## src/rtl/uart_pkg.sv

```systemverilog
// Shared types and constants for the UART transmit path.
// Holds the feeder FSM encoding and the default data/timeout sizing.
package uart_pkg;

    localparam int DATA_W          = 8;
    localparam int TIMEOUT_DEFAULT = 65535;
    localparam int TO_CNT_W        = 16;

    typedef enum logic [1:0] {
        IDLE      = 2'd0,
        SEND      = 2'd1,
        WAIT_DONE = 2'd2
    } tx_feed_state_t;

    // Occupancy counter width: must be able to represent 0..depth inclusive.
    function automatic int lvl_width(input int depth);
        return $clog2(depth + 1);
    endfunction

endpackage

```

## src/rtl/uart_sync_fifo.sv

```systemverilog
// Small synchronous byte FIFO with a separate occupancy counter and registered flags.
// Pushes made while full are dropped and reported on a one-cycle overflow pulse.
module uart_sync_fifo #(
    parameter int DEPTH  = 8,
    parameter int DATA_W = uart_pkg::DATA_W,
    parameter int LVL_W  = uart_pkg::lvl_width(DEPTH)
) (
    input  logic              clock,
    input  logic              reset_n,
    input  logic              push,
    input  logic [DATA_W-1:0] push_data,
    input  logic              pop,
    output logic [DATA_W-1:0] head,
    output logic              full,
    output logic              empty,
    output logic [LVL_W-1:0]  level,
    output logic              overflow
);

    localparam int PTR_W = $clog2(DEPTH);

    logic [DATA_W-1:0] mem_q [DEPTH];
    logic [PTR_W-1:0]  wr_ptr_q;
    logic [PTR_W-1:0]  rd_ptr_q;
    logic [LVL_W-1:0]  level_q;
    logic [LVL_W-1:0]  level_d;
    logic              full_q;
    logic              empty_q;
    logic              overflow_q;
    logic              push_ok;
    logic              pop_ok;

    // A pop in the same cycle never frees room for a push made while full.
    assign push_ok = push && !full_q;
    assign pop_ok  = pop && !empty_q;

    always_comb begin
        level_d = level_q;
        if (push_ok && !pop_ok) begin
            level_d = level_q + LVL_W'(1);
        end else if (pop_ok && !push_ok) begin
            level_d = level_q - LVL_W'(1);
        end
    end

    always_ff @(posedge clock) begin
        if (push_ok) begin
            mem_q[wr_ptr_q] <= push_data;
        end
    end

    always_ff @(posedge clock or negedge reset_n) begin
        if (!reset_n) begin
            wr_ptr_q   <= '0;
            rd_ptr_q   <= '0;
            level_q    <= '0;
            full_q     <= 1'b0;
            empty_q    <= 1'b1;
            overflow_q <= 1'b0;
        end else begin
            if (push_ok) begin
                wr_ptr_q <= wr_ptr_q + PTR_W'(1);
            end
            if (pop_ok) begin
                rd_ptr_q <= rd_ptr_q + PTR_W'(1);
            end
            level_q    <= level_d;
            full_q     <= (level_d == LVL_W'(DEPTH));
            empty_q    <= (level_d == '0);
            overflow_q <= push && full_q;
        end
    end

    assign head     = mem_q[rd_ptr_q];
    assign full     = full_q;
    assign empty    = empty_q;
    assign level    = level_q;
    assign overflow = overflow_q;

endmodule

```

## src/rtl/uart_tx_feeder.sv

```systemverilog
// Buffers system-side bytes and hands them one at a time to the UART transmitter,
// holding each byte until the transmitter reports completion or the send attempt times out.
module uart_tx_feeder import uart_pkg::*; #(
    parameter int DEPTH   = 8,
    parameter int TIMEOUT = TIMEOUT_DEFAULT,
    localparam int LVL_W  = lvl_width(DEPTH)
) (
    input  logic              clock,
    input  logic              reset_n,
    input  logic              wr_en,
    input  logic [DATA_W-1:0] wr_data,
    output logic              full,
    output logic              empty,
    output logic [LVL_W-1:0]  level,
    output logic              overflow,
    output logic              tx_send,
    output logic [DATA_W-1:0] tx_data,
    input  logic              tx_active,
    input  logic              tx_done,
    output logic              busy,
    output logic              timeout_err
);

    localparam logic [TO_CNT_W-1:0] TO_LAST = TO_CNT_W'(TIMEOUT - 1);

    tx_feed_state_t      state_q;
    logic [TO_CNT_W-1:0] to_cnt_q;
    logic                tx_send_q;
    logic [DATA_W-1:0]   tx_data_q;
    logic                timeout_err_q;
    logic                pop;
    logic [DATA_W-1:0]   head;

    uart_sync_fifo #(
        .DEPTH  (DEPTH),
        .DATA_W (DATA_W),
        .LVL_W  (LVL_W)
    ) u_fifo (
        .clock     (clock),
        .reset_n   (reset_n),
        .push      (wr_en),
        .push_data (wr_data),
        .pop       (pop),
        .head      (head),
        .full      (full),
        .empty     (empty),
        .level     (level),
        .overflow  (overflow)
    );

    // Never start a new byte while the transmitter still claims to be active.
    assign pop = (state_q == IDLE) && !empty && !tx_active;

    always_ff @(posedge clock or negedge reset_n) begin
        if (!reset_n) begin
            state_q       <= IDLE;
            to_cnt_q      <= '0;
            tx_send_q     <= 1'b0;
            tx_data_q     <= '0;
            timeout_err_q <= 1'b0;
        end else begin
            timeout_err_q <= 1'b0;
            case (state_q)
                IDLE: begin
                    if (pop) begin
                        tx_data_q <= head;
                        to_cnt_q  <= '0;
                        tx_send_q <= 1'b1;
                        state_q   <= SEND;
                    end
                end
                SEND: begin
                    if (tx_active) begin
                        tx_send_q <= 1'b0;
                        state_q   <= WAIT_DONE;
                    end else if (to_cnt_q == TO_LAST) begin
                        timeout_err_q <= 1'b1;
                        tx_send_q     <= 1'b0;
                        state_q       <= IDLE;
                    end else if (to_cnt_q != '1) begin
                        to_cnt_q <= to_cnt_q + TO_CNT_W'(1);
                    end
                end
                WAIT_DONE: begin
                    if (!tx_active && tx_done) begin
                        state_q <= IDLE;
                    end
                end
                default: begin
                    tx_send_q <= 1'b0;
                    state_q   <= IDLE;
                end
            endcase
        end
    end

    assign tx_send     = tx_send_q;
    assign tx_data     = tx_data_q;
    assign busy        = (state_q != IDLE);
    assign timeout_err = timeout_err_q;

endmodule
```

## config.mk

```make
export PLATFORM = sky130hd
export DESIGN_NAME = uart_tx_feeder
export DESIGN_NICKNAME = d
export VERILOG_FILES = /design/src/rtl/uart_pkg.sv /design/src/rtl/uart_sync_fifo.sv /design/src/rtl/uart_tx_feeder.sv
export SDC_FILE = /design/constraint.sdc
export NUM_CORES = 1
export LEC_CHECK = 0
export CAP_MARGIN = 30
export CORE_ASPECT_RATIO = 1.2
export CORE_MARGIN = 2
export CORE_UTILIZATION = 40
export DETAILED_ROUTE_END_ITERATION = 12
export PLACE_DENSITY_LB_ADDON = 0.2
export SETUP_SLACK_MARGIN = 0.2
export SLEW_MARGIN = 20
export SYNTH_ARGS = -nofsm -noshare
export SYNTH_HDL_FRONTEND = slang
export SYNTH_SLANG_ARGS = --single-unit
```

## constraint.sdc

```tcl
create_clock -name clock -period 4.29 [get_ports clock]
set_input_delay 1.0725 -clock clock [delete_from_list [all_inputs] [get_ports clock]]
set_output_delay 1.0725 -clock clock [all_outputs]
set_load 0.01 [all_outputs]
```

# Word level (Yosys, flattened, before mapping)
# Memories as Yosys holds them, arrays and structs flattened. A register that Yosys moved wholly into a read port is not among the register bits.
# Index checks and enable logic that the tools add are counted.
# op_classes
n_addsub	5
eq_ne	11
mux	21
bitwise_logic	1
reduce_logical	22
# ops
cell	n
$mux W16	4
$pmux W16 S2	1
$add A16 B1 Y16 const B	1
$eq A16 B16 Y1 const B	1
$ne A16 B16 Y1 const B	1
$logic_and A1 B1 Y1	8
$mux W1	8
$mux W2	4
$mux W4	2
$ne A2 B2 Y1 const B	4
$add A3 B1 Y3 const B	2
$logic_not A1 Y1	6
$pmux W2 S3	1
$reduce_and A3 Y1	2
$reduce_and A5 Y1	1
$add A4 B1 Y4 const B	1
$eq A4 B4 Y1 const B	1
$logic_not A4 Y1	1
$reduce_bool A2 Y1	2
$sub A4 B1 Y4 const B	1
$ne A3 B3 Y1 const B	1
$pmux W1 S3	1
$eq A2 B1 Y1 const B	1
$eq A2 B2 Y1 const B	1
4 further kinds	4
# totals
register_bits	33
mem_bits_rw	64
out_inout_bits	18
elab_cells	71
memories	1
# mem_list
name	depth	word_bits	rd	rd_ports_with_merged_regs	write_ports	line	rtl
u_fifo.mem_q	8	8	1	1	1	uart_sync_fifo.sv:22	logic [DATA_W-1:0] mem_q [DEPTH];

# Depth between registers and ports, before layout
# depth
ltp_word	8
ltp_mapped	7

# Modules after synthesis
# Synthesis repeated with hierarchy kept, for this count alone.
# unflattened
hier_cells	327
hier_area_um2	4712.0
# by_module_without_submodules
mod	n_inst	cells_per_inst	area_per_inst_um2	seq_area_each_um2
uart_sync_fifo	1	174	3169.3	2248.4
uart_tx_feeder	1	153	1542.7	700.7

# Worst setup path after synthesis
# No wires, ideal clock.
# synth_path
path_kind	input to register
start	input wr_en
end	memory u_fifo.mem_q[0][0], enable pin
arrival_time_ns	2.208
setup_slack_ns	1.698
cell_stages	4
cell_sequence	nor2b_1 -> clkbuf_1 -> nand2b_1 -> nor3_1
# synth_via
elab_chain_cells	3
# synth_lines
item	line	rtl
from (decl)	uart_tx_feeder.sv:10	input logic wr_en,
$logic_and A1 B1 Y1	uart_sync_fifo.sv:34	assign push_ok = push && !full_q;
$mux W1	uart_sync_fifo.sv:47	if (push_ok) begin
$mux W1 (implied by the code)	uart_sync_fifo.sv:48	mem_q[wr_ptr_q] <= push_data;
to (decl)	uart_sync_fifo.sv:22	
# No other way between the ends.

# Final worst setup path
# layout_path
start	input tx_active
end	register u_fifo.full_q, in the netlist u_fifo.full
# layout_via
elab_chain_cells	7
word_cells_on_any_way	9
cone_classes	eq/ne (1); mux (2); reduce/logical (6)
# layout_lines
item	line	rtl
from (decl)	uart_tx_feeder.sv:18	input logic tx_active,
$logic_not A1 Y1 *	uart_tx_feeder.sv:52	assign pop = (state_q == IDLE) && !empty && !tx_active;
$logic_and A1 B1 Y1 *	uart_tx_feeder.sv:52	
$logic_and A1 B1 Y1 *	uart_sync_fifo.sv:35	assign pop_ok = pop && !empty_q;
$logic_and A1 B1 Y1 or $logic_not A1 Y1 (tied branches)	uart_sync_fifo.sv:41, uart_sync_fifo.sv:39	
$mux W4 or $logic_and A1 B1 Y1 (tied branches)	uart_sync_fifo.sv:41, uart_sync_fifo.sv:39	
$mux W4 *	uart_sync_fifo.sv:39	if (push_ok && !pop_ok) begin
$eq A4 B4 Y1 *	uart_sync_fifo.sv:68	full_q <= (level_d == LVL_W'(DEPTH));
to (signal assigned)	uart_sync_fifo.sv:68	
to (decl)	uart_sync_fifo.sv:27	logic full_q;
# Mark *: on every way between the ends. The rest lies on a longest branch, timed or not.
# A chain may end at the register's enable or synchronous reset.

==> impl_metrics.py <==
metrics = {
    "floorplan": {
        "row_count": 42,
        "initial_core_util_pct": 41.1,
        "coreArea_um2": 11100,
        "die_w_um": 101,
        "io_pins": 31,
        "die-area_um2": 12300,
        "die_h_um": 121,
    },
    "final_layout": {
        "num-fill-cells": 982,
        "regArea_um2": 2950,
        "final_core_util_pct": 48.7,
        "final_common_cell": "edfxtp_1",
        "drive_above_1_share_pct": 14.1,
        "nNetsFinal": 384,
        "antenna_cells": 0,
        "final_cells": 524,
        "layout_common_cells": "edfxtp_1, nand2_1, dfrtp_1, clkdlybuf4s50_1",
        "syn_to_final_growth_pct": 18.5,
        "multi_input_area_um2": 1520,
    },
    "drt": {
        "drc": 0,
        "num_vias": 2697,
        "drt_pass1_iterations": 4,
        "dr.first_iter.drc_count": 102,
        "viasPerCell": 5.15,
        "wire_per_inst_um": 16.4,
        "wl_um": 8610,
        "final_antenna_net_count": 0,
    },
    "logic_synthesis": {
        "post_synth.cell_area_avg_um2": 14.0,
        "async_flop_share_pct": 39.0,
        "synth_cell_types": 47,
        "synth_seq_cells": 105,
        "synth-edff-count": 64,
        "ys_warn_count": 0,
        "syn-num-nets": 345,
        "syn_area_um2": 4560,
        "synth_top_area_share_pct": 42.2,
        "synth_top_cell_by_area": "edfxtp_1",
        "synth_cells": 326,
        "synthFlopType": "edfxtp_1",
        "seq_area_frac_synth_pct": 64.7,
        "yosys-top-cells-area": "edfxtp_1, dfrtp_1, mux4_2",
    },
    "cts": {
        "ctsResizeCount": 0,
        "path_clk_slew_ps": 70,
        "clkLatencyLatePin_ps": 350,
        "post-cts-setup-buffers": 0,
        "h-tree-depth": 3,
        "numCtsBuffers": 9,
        "clockRootBuffer": "clkbuf_16",
        "numClockSinks": 105,
        "hold_buffers": 0,
        "cts_tree": "done",
        "cts_buffer_depth": 2,
    },
    "run": {
        "maxCapViolations": 0,
    },
    "global_routing": {
        "grt_max_degree": 42,
        "grt_usage_pct": 15.3,
        "grt_pass1_vias": 2649,
        "grt_pass1_wl_um": 13900,
        "grt_overflow": 0,
        "antenna_found_initial": 0,
    },
    "timing": {
        "whs_ps": 500,
        "fin_setup_tns_ps": 0,
        "worstMarginPinSlew_ps": 832,
        "rsz0062_at_grt": "no",
        "max_slew_margin_pct": 44.3,
        "max_freq_mhz": 337,
        "clock-skew-final_ps": 9.09,
        "setup_viol": 0,
        "slew_violations": 0,
        "min_period_ps": 2970,
        "hold_viol_final": 0,
        "post-route-period-util_pct": 69.2,
    },
    "worst_setup_path": {
        "crit_path_end_kind": "register",
        "path_class": "in2reg",
        "required_ps": 4540,
        "worstPathMaxFanout": 10,
        "regToRegSetupSlack_ps": 2010,
        "slowest_stage": "or4_1",
        "startpoint_type": "input port",
        "worstPathBufferInverterCount": 1,
        "cp_data_arrival_time_ps": 3220,
        "path_cells": "clkdlybuf4s50_1 > or4_1 > and3_1 > or3_4 > a2111oi_4",
        "path_delay_family": "simple AND/OR/NAND/NOR gates",
        "critPathMaxStageDelay_ps": 640,
    },
    "place": {
        "dp_cells": 507,
        "port_buffers": 30,
        "hpwl_um": 5530,
        "gp_congestion": 0.778,
    },
    "pwr": {
        "power.density_nw_per_um2": 626,
        "fin_total_pwr_mw": 3.38,
        "p_leak_nw": 1.97,
        "ir_drop_uv": 295,
    },
    "hold_path": {
        "hp-class": "reg2reg",
    },
    "status": {
        "outcome": "completed",
    },
}
==> area by class of cell <==
cell class              count  share of cell area, %
clock inverters             7                   1.41
multi-input cells         198                   28.2
inverters                   9                  0.626
flip-flops and latches    105                   54.6
clock buffers               9                   4.17
well taps                 154                   3.57
repair buffers             42                   7.37
==> routing by layer <==
metal	track usage, %	routed length, um
met5	0	0
met4	5.15	99
met3	4.44	270
met2	25.7	4440
met1	18.8	3800
==> synthesized netlist by cell type, drive strengths merged, types with 6 or more instances <==
cell and number:
dfrtp 40, nor4 8, o21ai 15, nand2b 14
inv 9, ha 6, clkbuf 9, nand2 39
nand3 7, mux4 16, edfxtp 64, nor2 17
mux2i 17, nor3 8
==> path summary, 6_finish.rpt <==
| check | startpoint | endpoint | cells after the start |
|---|---|---|---|
| setup / recovery | tx_active | u_fifo.full | 5 |
| hold / removal | tx_data[0] | tx_data[0] | 2 |
| setup reg to reg | state_q[0] | u_fifo.full | 4 |
| hold reg to reg | tx_data[0] | tx_data[0] | 2 |
| max in group asynchronous | reset_n | u_fifo.rd_ptr_q[0] | 2 |
| min in group asynchronous | reset_n | u_fifo.level[2] | 1 |
==> logic make-up (layout without fill, tap and decap cells) <==
logic type                 Yosys count  in the layout  synth area share, %
xor gates and xnor gates             5              5                0.961
DFF                                105            105                 64.7
and+or+nand+nor                    118            118                 13.5
adders and majority gates            6              6                 1.65
AOI/OAI and AO/OA                   34             34                 5.08
buffers and inverters               23             67                 2.00
muxes                               35             35                 12.1
==> registers in the layout, summed over array words and instances (netlist names), 2 cells and up <==
register / count
to_cnt_q: 16
u_fifo.mem_q: 64
tx_data: 8
state_q: 2
u_fifo.rd_ptr_q: 3
u_fifo.level: 4
u_fifo.wr_ptr_q: 3
==> report_power, final <==
group	leakage [nW]	total [mW]	internal, mW	switching (mW)
combinational	0.722	1.00	0.540	0.461
clock	0.144	0.841	0.458	0.383
sequential	1.11	1.54	1.29	0.245
total	1.97	3.38	2.29	1.09
==> worst reg2reg max path: cells and delay by family (launching register included) <==
kind	cells	cell delay, ps
AND/OR/NAND/NOR	3	1370
flip-flops	1	460
AO/OA/AOI/OAI	1	350
==> through the flow <==
step           worst slack (ps)  area, um^2
2_1_floorplan              1700        4560
3_3_place_gp               1020        5080
3_5_place_dp                960        5080
4_1_cts                    1340        5380
5_1_grt                    1250        5400
6_report                   1320        5400
Note: power is estimated with default switching activity, not from simulation.
